--- config.mk ---
export PLATFORM = sky130hd
export DESIGN_NAME = sqr_meas
export DESIGN_NICKNAME = d
export VERILOG_FILES = /design/src/rtl/sqr_meas.sv
export SDC_FILE = /design/constraint.sdc
export NUM_CORES = 1
export LEC_CHECK = 0
export ABC_AREA = 1
export CORE_MARGIN = 1
export CORE_UTILIZATION = 35
export CTS_BUF_LIST = sky130_fd_sc_hd__clkbuf_16
export DETAILED_ROUTE_END_ITERATION = 16
export GPL_ROUTABILITY_DRIVEN = 0
export GPL_TIMING_DRIVEN = 0
export PLACE_DENSITY = 0.67
export REMOVE_ABC_BUFFERS = 1
export SLEW_MARGIN = 20
export SYNTH_ARGS = -nofsm -noshare
export SYNTH_HDL_FRONTEND = slang
export SYNTH_SLANG_ARGS = --single-unit
--- constraint.sdc ---
create_clock -name clk -period 1.8 [get_ports clk]
set_input_delay 0.27 -clock clk [delete_from_list [all_inputs] [get_ports clk]]
set_output_delay 0.27 -clock clk [all_outputs]
set_load 0.01 [all_outputs]
--- src/rtl/sqr_meas.sv ---
// sqr_meas: hysteresis slicer plus period / high-time / level measurement of a sampled square wave.
// Optional macro SQR_MEAS_AVG4_EN reports the average of four consecutive cycles instead of every cycle.
module sqr_meas #(
  parameter int DATA_W = 14,
  parameter int CNT_W  = 24,
  parameter int THR    = 8192,
  parameter int HYST   = 256
) (
  input  logic              clk,
  input  logic              rst,
  input  logic              en,
  input  logic              sample_vld,
  input  logic [DATA_W-1:0] sample_in,
  output logic [CNT_W-1:0]  period,
  output logic [CNT_W-1:0]  high_time,
  output logic [DATA_W-1:0] level_hi,
  output logic [DATA_W-1:0] level_lo,
  output logic              meas_valid,
  output logic              timeout,
  output logic              busy
);
  typedef enum logic [1:0] {IDLE, SEEK, HIGH, LOW} state_t;

  localparam logic [DATA_W-1:0] RISE_THR = DATA_W'(THR + HYST);
  localparam logic [DATA_W-1:0] FALL_THR = DATA_W'(THR - HYST);
  localparam logic [CNT_W-1:0]  CNT_MAX  = {CNT_W{1'b1}};

  state_t            state_q, state_d;
  logic              level_q, level_d;
  logic [CNT_W-1:0]  cnt_q, cnt_d;
  logic [CNT_W-1:0]  hcnt_q, hcnt_d;
  logic [DATA_W-1:0] max_q, max_d;
  logic [DATA_W-1:0] min_q, min_d;
  logic [CNT_W-1:0]  period_q, period_d;
  logic [CNT_W-1:0]  high_time_q, high_time_d;
  logic [DATA_W-1:0] level_hi_q, level_hi_d;
  logic [DATA_W-1:0] level_lo_q, level_lo_d;
  logic              meas_valid_q, meas_valid_d;
  logic              timeout_q, timeout_d;
  logic              accept, rise, fall, done;

`ifdef SQR_MEAS_AVG4_EN
  localparam int SUM_W = CNT_W + 2;
  logic [SUM_W-1:0]  sum_p_q, sum_p_d;
  logic [SUM_W-1:0]  sum_h_q, sum_h_d;
  logic [DATA_W-1:0] acc_max_q, acc_max_d;
  logic [DATA_W-1:0] acc_min_q, acc_min_d;
  logic [1:0]        acc_n_q, acc_n_d;
  logic [SUM_W-1:0]  tot_p, tot_h;
  logic [DATA_W-1:0] cyc_max, cyc_min;
`endif

  always_comb begin
    state_d      = state_q;
    level_d      = level_q;
    cnt_d        = cnt_q;
    hcnt_d       = hcnt_q;
    max_d        = max_q;
    min_d        = min_q;
    period_d     = period_q;
    high_time_d  = high_time_q;
    level_hi_d   = level_hi_q;
    level_lo_d   = level_lo_q;
    meas_valid_d = 1'b0;
    timeout_d    = timeout_q;
    done         = 1'b0;

    // The comparator tracks every accepted sample, whatever the FSM is doing.
    accept = en && sample_vld;
    rise   = accept && !level_q && (sample_in >= RISE_THR);
    fall   = accept && level_q && (sample_in <= FALL_THR);
    if (rise) begin
      level_d = 1'b1;
    end else if (fall) begin
      level_d = 1'b0;
    end

    case (state_q)
      IDLE: begin
        if (en) state_d = SEEK;
      end
      SEEK: begin
        if (rise) begin
          cnt_d   = CNT_W'(1);
          hcnt_d  = CNT_W'(1);
          max_d   = sample_in;
          min_d   = '1;
          state_d = HIGH;
        end
      end
      HIGH: begin
        if (accept) begin
          if (cnt_q == CNT_MAX) begin
            timeout_d = 1'b1;
            state_d   = SEEK;
          end else begin
            cnt_d = cnt_q + 1'b1;
            if (fall) begin
              min_d   = sample_in;
              state_d = LOW;
            end else begin
              hcnt_d = hcnt_q + 1'b1;
              if (sample_in > max_q) max_d = sample_in;
            end
          end
        end
      end
      LOW: begin
        if (rise) begin
          done    = 1'b1;
          cnt_d   = CNT_W'(1);
          hcnt_d  = CNT_W'(1);
          max_d   = sample_in;
          min_d   = '1;
          state_d = HIGH;
        end else if (accept) begin
          if (cnt_q == CNT_MAX) begin
            timeout_d = 1'b1;
            state_d   = SEEK;
          end else begin
            cnt_d = cnt_q + 1'b1;
            if (sample_in < min_q) min_d = sample_in;
          end
        end
      end
      default: state_d = IDLE;
    endcase

    if (!en && state_q != IDLE) begin
      state_d = IDLE;
      cnt_d   = '0;
      hcnt_d  = '0;
    end

`ifdef SQR_MEAS_AVG4_EN
    sum_p_d   = sum_p_q;
    sum_h_d   = sum_h_q;
    acc_max_d = acc_max_q;
    acc_min_d = acc_min_q;
    acc_n_d   = acc_n_q;
    tot_p     = sum_p_q + SUM_W'(cnt_q);
    tot_h     = sum_h_q + SUM_W'(hcnt_q);
    cyc_max   = (max_q > acc_max_q) ? max_q : acc_max_q;
    cyc_min   = (min_q < acc_min_q) ? min_q : acc_min_q;
    // A saturation shows up as HIGH/LOW falling back to SEEK; it spoils the running average.
    if (!en || (state_d == SEEK && (state_q == HIGH || state_q == LOW))) begin
      sum_p_d   = '0;
      sum_h_d   = '0;
      acc_max_d = '0;
      acc_min_d = '1;
      acc_n_d   = '0;
    end else if (done) begin
      if (acc_n_q == 2'd3) begin
        period_d     = CNT_W'(tot_p >> 2);
        high_time_d  = CNT_W'(tot_h >> 2);
        level_hi_d   = cyc_max;
        level_lo_d   = cyc_min;
        meas_valid_d = 1'b1;
        timeout_d    = 1'b0;
        sum_p_d      = '0;
        sum_h_d      = '0;
        acc_max_d    = '0;
        acc_min_d    = '1;
        acc_n_d      = '0;
      end else begin
        sum_p_d   = tot_p;
        sum_h_d   = tot_h;
        acc_max_d = cyc_max;
        acc_min_d = cyc_min;
        acc_n_d   = acc_n_q + 2'd1;
      end
    end
`else
    if (done) begin
      period_d     = cnt_q;
      high_time_d  = hcnt_q;
      level_hi_d   = max_q;
      level_lo_d   = min_q;
      meas_valid_d = 1'b1;
      timeout_d    = 1'b0;
    end
`endif
  end

  always_ff @(posedge clk) begin
    if (rst) begin
      state_q      <= IDLE;
      level_q      <= 1'b0;
      cnt_q        <= '0;
      hcnt_q       <= '0;
      max_q        <= '0;
      min_q        <= '0;
      period_q     <= '0;
      high_time_q  <= '0;
      level_hi_q   <= '0;
      level_lo_q   <= '0;
      meas_valid_q <= 1'b0;
      timeout_q    <= 1'b0;
`ifdef SQR_MEAS_AVG4_EN
      sum_p_q      <= '0;
      sum_h_q      <= '0;
      acc_max_q    <= '0;
      acc_min_q    <= '1;
      acc_n_q      <= '0;
`endif
    end else begin
      state_q      <= state_d;
      level_q      <= level_d;
      cnt_q        <= cnt_d;
      hcnt_q       <= hcnt_d;
      max_q        <= max_d;
      min_q        <= min_d;
      period_q     <= period_d;
      high_time_q  <= high_time_d;
      level_hi_q   <= level_hi_d;
      level_lo_q   <= level_lo_d;
      meas_valid_q <= meas_valid_d;
      timeout_q    <= timeout_d;
`ifdef SQR_MEAS_AVG4_EN
      sum_p_q      <= sum_p_d;
      sum_h_q      <= sum_h_d;
      acc_max_q    <= acc_max_d;
      acc_min_q    <= acc_min_d;
      acc_n_q      <= acc_n_d;
`endif
    end
  end

  assign period     = period_q;
  assign high_time  = high_time_q;
  assign level_hi   = level_hi_q;
  assign level_lo   = level_lo_q;
  assign meas_valid = meas_valid_q;
  assign timeout    = timeout_q;
  assign busy       = (state_q != IDLE);

endmodule

==> impl_metrics.toml, run 1 <==
[status]
status = "finished, violations left"
failed_checks = "negative setup slack"

[synth]
ys_types = 31
avgSynthCellArea_um2 = 7.04
synth_seq_cells = 157
yosysSeqAreaShare_pct = 42.0
yosysMostFrequentCell = "nand2_1"
synth_common_cells = "nand2_1, dfxtp_1, nor2_1"
syn_area_um2 = 7480
synth_ff_type = "dfxtp_1"
async_flop_share_pct = 0
synth.area.top_cells = "dfxtp_1, nand2_1, nor2_1, a21oi_1, inv_1"
yosysWarnings = 0
synth_top_cell_area_share_pct = 42.0
post-synth-top-area-cell = "dfxtp_1"
syn_inst = 1062
synth_edf_count = 0

[hold_path]
min_path_type = "in -> reg"
hold_path_end = "max_q[2]"
hold_depth = 5
hold_start = "sample_in[2]"

[die]
fp.dieH_um = 148
dieArea_um2 = 22000
num_rows = 53
die_x_um = 148
ioPinCount = 97
initial_core_util_pct = 35.7
core_area_um2 = 21000

[setup_path]
critPathRequiredTime_ps = 2120
cp-end-kind = "flip-flop"
critPathMaxFanout = 7
r2r_start = "max_q[13]"
arrival_ps = 2250
start_kind = "flip-flop"
crit_type = "reg -> reg"
r2r_end = "max_q[11]"
r2r_slack_ps = -130
worstRegToRegCells = 11

[sta]
finalCritPeriodShare_pct = 107
hold_violations = 0
fin_tns_setup_ps = -906
finClkSkew_ps = 11.8
worst_pin_slew_ps = 725
slew_viol_final = 0
finalSetupViolCount = 14
maxSlewHeadroom_pct = 51.6
fmaxAchievable_mhz = 518
period_minus_slack_ps = 1930
whs_ps = 295
rsz0062_at_grt = "true"
fin_ws_ps = -129

[final_layout]
fin_util_pct = 49.9
final_nets = 1240
fillers = 2028
layout-drive-gt1-share_pct = 21.1
instances_no_fill = 1482
syn_to_final_growth_pct = 39.8

[routing]
drt_first_pass_iters = 5
ant_nets = 0
drcViolationCount = 0
routed_wirelength_um = 23000
vias = 7524
drt_iter0_markers = 494
viasPerCell = 5.08
routedWlPerCell_um = 15.5

[place]
io_buffers = 96
hpwl_um = 12900
place_ws_ps = -1250
placed_cells = 1394

[clock_tree]
cts_tree = "yes"
cts-root-buf = "clkbuf_16"
clock_sinks = 157
clk_pin_slew_ps = 60
clk_latency_ps = 440
htree_levels = 4
cts_max_path_buffers = 2
cts_inserted_buffers = 17

[global_route]
grt_pass1_vias = 6844
grt.total_usage_pct = 19.9
antenna_found_initial = 1
grt_pass1_wl_um = 34500
grt_max_degree = 78
grt_overflow = 0

[pwr]
ir_worst_vdd_v = 0.000790
p_per_area_nw_per_um2 = 1100
leakagePower_nw = 3.84

[job]
max_cap_viol_count = 0
[worst max-delay path by stage]
stage / startpoint / to / slack, ps / cells past startpoint
floorplan: state_q[0] / max_q[0] / -300 / 7
detailed placement: sample_in[9] / level_lo[1] / -1250 / 9
finish: max_q[13] / max_q[11] / -130 / 11
global placement: rst / timeout / -1410 / 6
CTS: cnt_q[0] / cnt_q[17] / -20 / 13
global route: max_q[9] / max_q[12] / -180 / 12
[cells in the final DEF (no fill, tap or decap), types with 26 or more instances in the layout]
master and n:
nand2_1 248, nor2_1 136, dfxtp_1 124, inv_1 87, clkdlybuf4s50_1 80, nand3_1 51
a21oi_1 50, o21ai_0 48, buf_4 36, dfxtp_2 29, o21ai_1 26
[layout make-up]
| class | instances | area (µm²) | area share (%) |
|---|---|---|---|
| Clock buffer | 17 | 425 | 4.07 |
| Clock inverter | 15 | 150 | 1.44 |
| Timing Repair Buffer | 139 | 1360 | 13.0 |
| Timing Repair inverter | 4 | 31.3 | 0.299 |
| Multi-Input combinational cell | 767 | 4500 | 43.0 |
| Sequential cell | 157 | 3190 | 30.5 |
| Inverter | 107 | 449 | 4.29 |
| Antenna cell | 1 | 2.50 | 0.0239 |
| Tap cell | 275 | 344 | 3.29 |
[through the flow]
stage / total power, mW / cell area (µm²)
3_5_place_dp: 6.29 / 8610
2_1_floorplan: 5.56 / 7280
4_1_cts: 10.8 / 9790
5_1_grt: 12.1 / 10500
6_report: 11.5 / 10500
3_3_place_gp: 6.19 / 8580
[cell families after synthesis]
family	synth area share, %
and+or+nand+nor	29.9
xor gates and xnor gates	1.52
adders and majority gates	4.85
buffers and inverters	8.05
AOI/OAI and AO/OA	13.6
DFF	42.0
[worst max-delay path, stage by stage (launching register included)]
cell and delay [ps]:
dfxtp_2 330, inv_2 50, ha_4 270, nand4_1 200, a21oi_1 230, nor2_1 80, nand2_1 110, nand2_4 160
nand2_8 140, nand3_1 110, nand2_1 90, nor2_1 50
[registers in the layout, indices dropped and copies added (netlist names), 2 cells and up]
name,flops
cnt_q,24
hcnt_q,24
high_time,24
period,24
level_hi,14
level_lo,14
max_q,14
min_q,14
state_q,2
[layer usage]
layer	GRT usage, %	up-vias	share of wire (%)
met2	34.0	253	48
li1	-	3715	-
met5	0	-	0
met3	4.08	45	5.8
met1	25.2	3511	44
met4	5.98	0	1.9
[what timing repair did]
item / 4_1_cts / 5_1_grt
pin swaps: 30 / 55
setup endpoints to repair: 155 / 150
resized for setup: 76 / 145
buffers inserted: 28 / 14
gates cloned: 9 / 5
hold buffers: 0 / 0
[where the power goes]
part | internal, mW | leakage (nW) | switching [mW]
sequential | 3.77 | 1.28 | 0.201
clock | 2.03 | 0.277 | 1.51
combinational | 1.55 | 2.27 | 2.47
total | 7.36 | 3.84 | 4.18
No activity file was read; power rests on OpenSTA's default activity.
==> inputs of run 2 (changes only) <==
CAP_MARGIN = 20   (was default)
==> results of run 2 <==
No change in the layout: final DEF, timing and power equal those of run 1.
==> inputs of run 3 (changes only) <==
PLACE_DENSITY = default   (was 0.67)
==> run 3 against run 2 <==
Effect of this change: the flow still finishes with violations (negative setup slack); sequential share of layout area increased by 0.11 points; hold slack got worse by 0.77 ps; flip-flop and latch count unchanged; critical endpoint is now max_q[10].
==> impl_metrics.toml, run 3 (synthesis gave the netlist of run 1 again) <==
[global_route]
antenna_found_initial = 3
grt_max_degree = 78
grt_overflow = 0
grt_pass1_wl_um = 34200
grt_pass1_vias = 6627
grt.total_usage_pct = 19.8

[setup_path]
arrival_ps = 2130
crit_type = "reg -> reg"
critPathRequiredTime_ps = 2120
cp-end-kind = "flip-flop"
start_kind = "flip-flop"
r2r_slack_ps = -8
critPathMaxFanout = 7

[job]
max_cap_viol_count = 0

[pwr]
p_comb_share_pct = 34.6
p_int_mw = 7.37
seqPwrFrac_pct = 34.5
total_power_mw = 11.5
leakagePower_nw = 3.84
ir_worst_vdd_v = 0.000841
sw_frac_of_total_pct = 35.9
p_per_area_nw_per_um2 = 1110
p_switching_mw = 4.14
clockPowerShare_pct = 30.9

[clock_tree]
htree_levels = 4
cts_max_path_buffers = 2
hold_buffers = 0
clock_sinks = 157
cts_tree = "yes"
clk_latency_ps = 430
clk_pin_slew_ps = 60
cts_inserted_buffers = 17
cts-root-buf = "clkbuf_16"

[die]
core_area_um2 = 21000
ioPinCount = 97
num_rows = 53
dieArea_um2 = 22000
initial_core_util_pct = 35.7
fp.dieH_um = 148
die_x_um = 148

[routing]
routedWlPerCell_um = 15.2
routed_wirelength_um = 22500
vias = 7341
ant_nets = 0
drcViolationCount = 0
drt_iter0_markers = 506
drt_first_pass_iters = 6
viasPerCell = 4.95

[sta]
rsz0062_at_grt = "true"
finClkSkew_ps = 12.1
fmaxAchievable_mhz = 553
fin_ws_ps = -7.95
hold_violations = 0
slew_viol_final = 0
finalSetupViolCount = 1
period_minus_slack_ps = 1810
maxSlewHeadroom_pct = 52.0
worst_pin_slew_ps = 719
finalCritPeriodShare_pct = 100

[final_layout]
final_nets = 1240
layout_commonest_cell = "nand2_1"
syn_to_final_growth_pct = 39.2
fin_util_pct = 49.7
fillers = 2059
layout-drive-gt1-share_pct = 20.0
final_cell_mix = "nand2_1, nor2_1, dfxtp_1, inv_1, clkdlybuf4s50_1"

[status]
status = "finished, violations left"
failed_checks = "negative setup slack"

[place]
io_buffers = 96
place_ws_ps = -1290
hpwl_um = 13000

[hold_path]
min_path_type = "in -> reg"
-- run 3: through the flow --
stage                     std cells  cell area, µm²  hold slack, ps  TNS [ps]
final                          1484           10400             294     -7.95
after global routing           1482           10400             353     -1820
after CTS                      1457            9620             436     -8.09
after detailed placement       1394            8610             448   -159340
after global placement         1393            8580             442   -171440
after floorplan                1022            7280             339    -23500
-- run 3: worst max-delay path, cell delays in order, from the launching register on --
cell     delay [ps]
dfxtp_2         350
inv_2            50
ha_4            250
nand4_1         170
nor2_4          150
nand4_1         160
nand2_4         230
nand2_8         110
a21oi_2         160
nor2_1           60
-- run 3: path summary, 6_finish.rpt --
kind	endpoint	startpoint	cells past startpoint
worst max-delay path	max_q[10]	max_q[10]	9
worst min-delay path	max_q[1]	sample_in[1]	5
worst max register to register	max_q[10]	max_q[10]	9
worst min register to register	high_time[4]	high_time[4]	2
-- run 3: power by group through the flow --
stage / Clock, mW / Sequential, mW / Combinational [mW]
detailed placement: 0 / 4.07 / 2.26
global route: 3.75 / 3.99 / 4.36
floorplan: 0 / 3.99 / 1.57
CTS: 3.63 / 3.90 / 3.09
finish: 3.56 / 3.97 / 3.99
global placement: 0 / 4.07 / 2.14
-- run 3: area by class of cell --
class                           count  area [µm²]  share of cell area (%)
Inverter                          107         450                    4.33
Tap cell                          275         344                    3.30
Timing Repair Buffer              139        1370                    13.1
Clock buffer                       17         425                    4.09
Multi-Input combinational cell    768        4460                    42.8
Timing Repair inverter              3        22.5                   0.216
Sequential cell                   157        3190                    30.7
Antenna cell                        3        7.51                  0.0721
Clock inverter                     15         146                    1.41
-- run 3: per-layer routing --
| metal | track usage [%] | vias to the layer above | wire (µm) |
|---|---|---|---|
| li1 | - | 3728 | - |
| met1 | 26.4 | 3425 | 10600 |
| met2 | 32.8 | 168 | 10600 |
| met3 | 4.17 | 20 | 1100 |
| met4 | 3.92 | 0 | 227 |
| met5 | 0 | - | 0 |
-- run 3: timing repair --
| item | in CTS | in global routing |
|---|---|---|
| pin swaps | 10 | 38 |
| hold endpoints to repair | 0 | 0 |
| gates resized for setup | 60 | 144 |
| setup endpoints to repair | 153 | 151 |
| gates cloned | 7 | 7 |
| setup buffers | 24 | 17 |
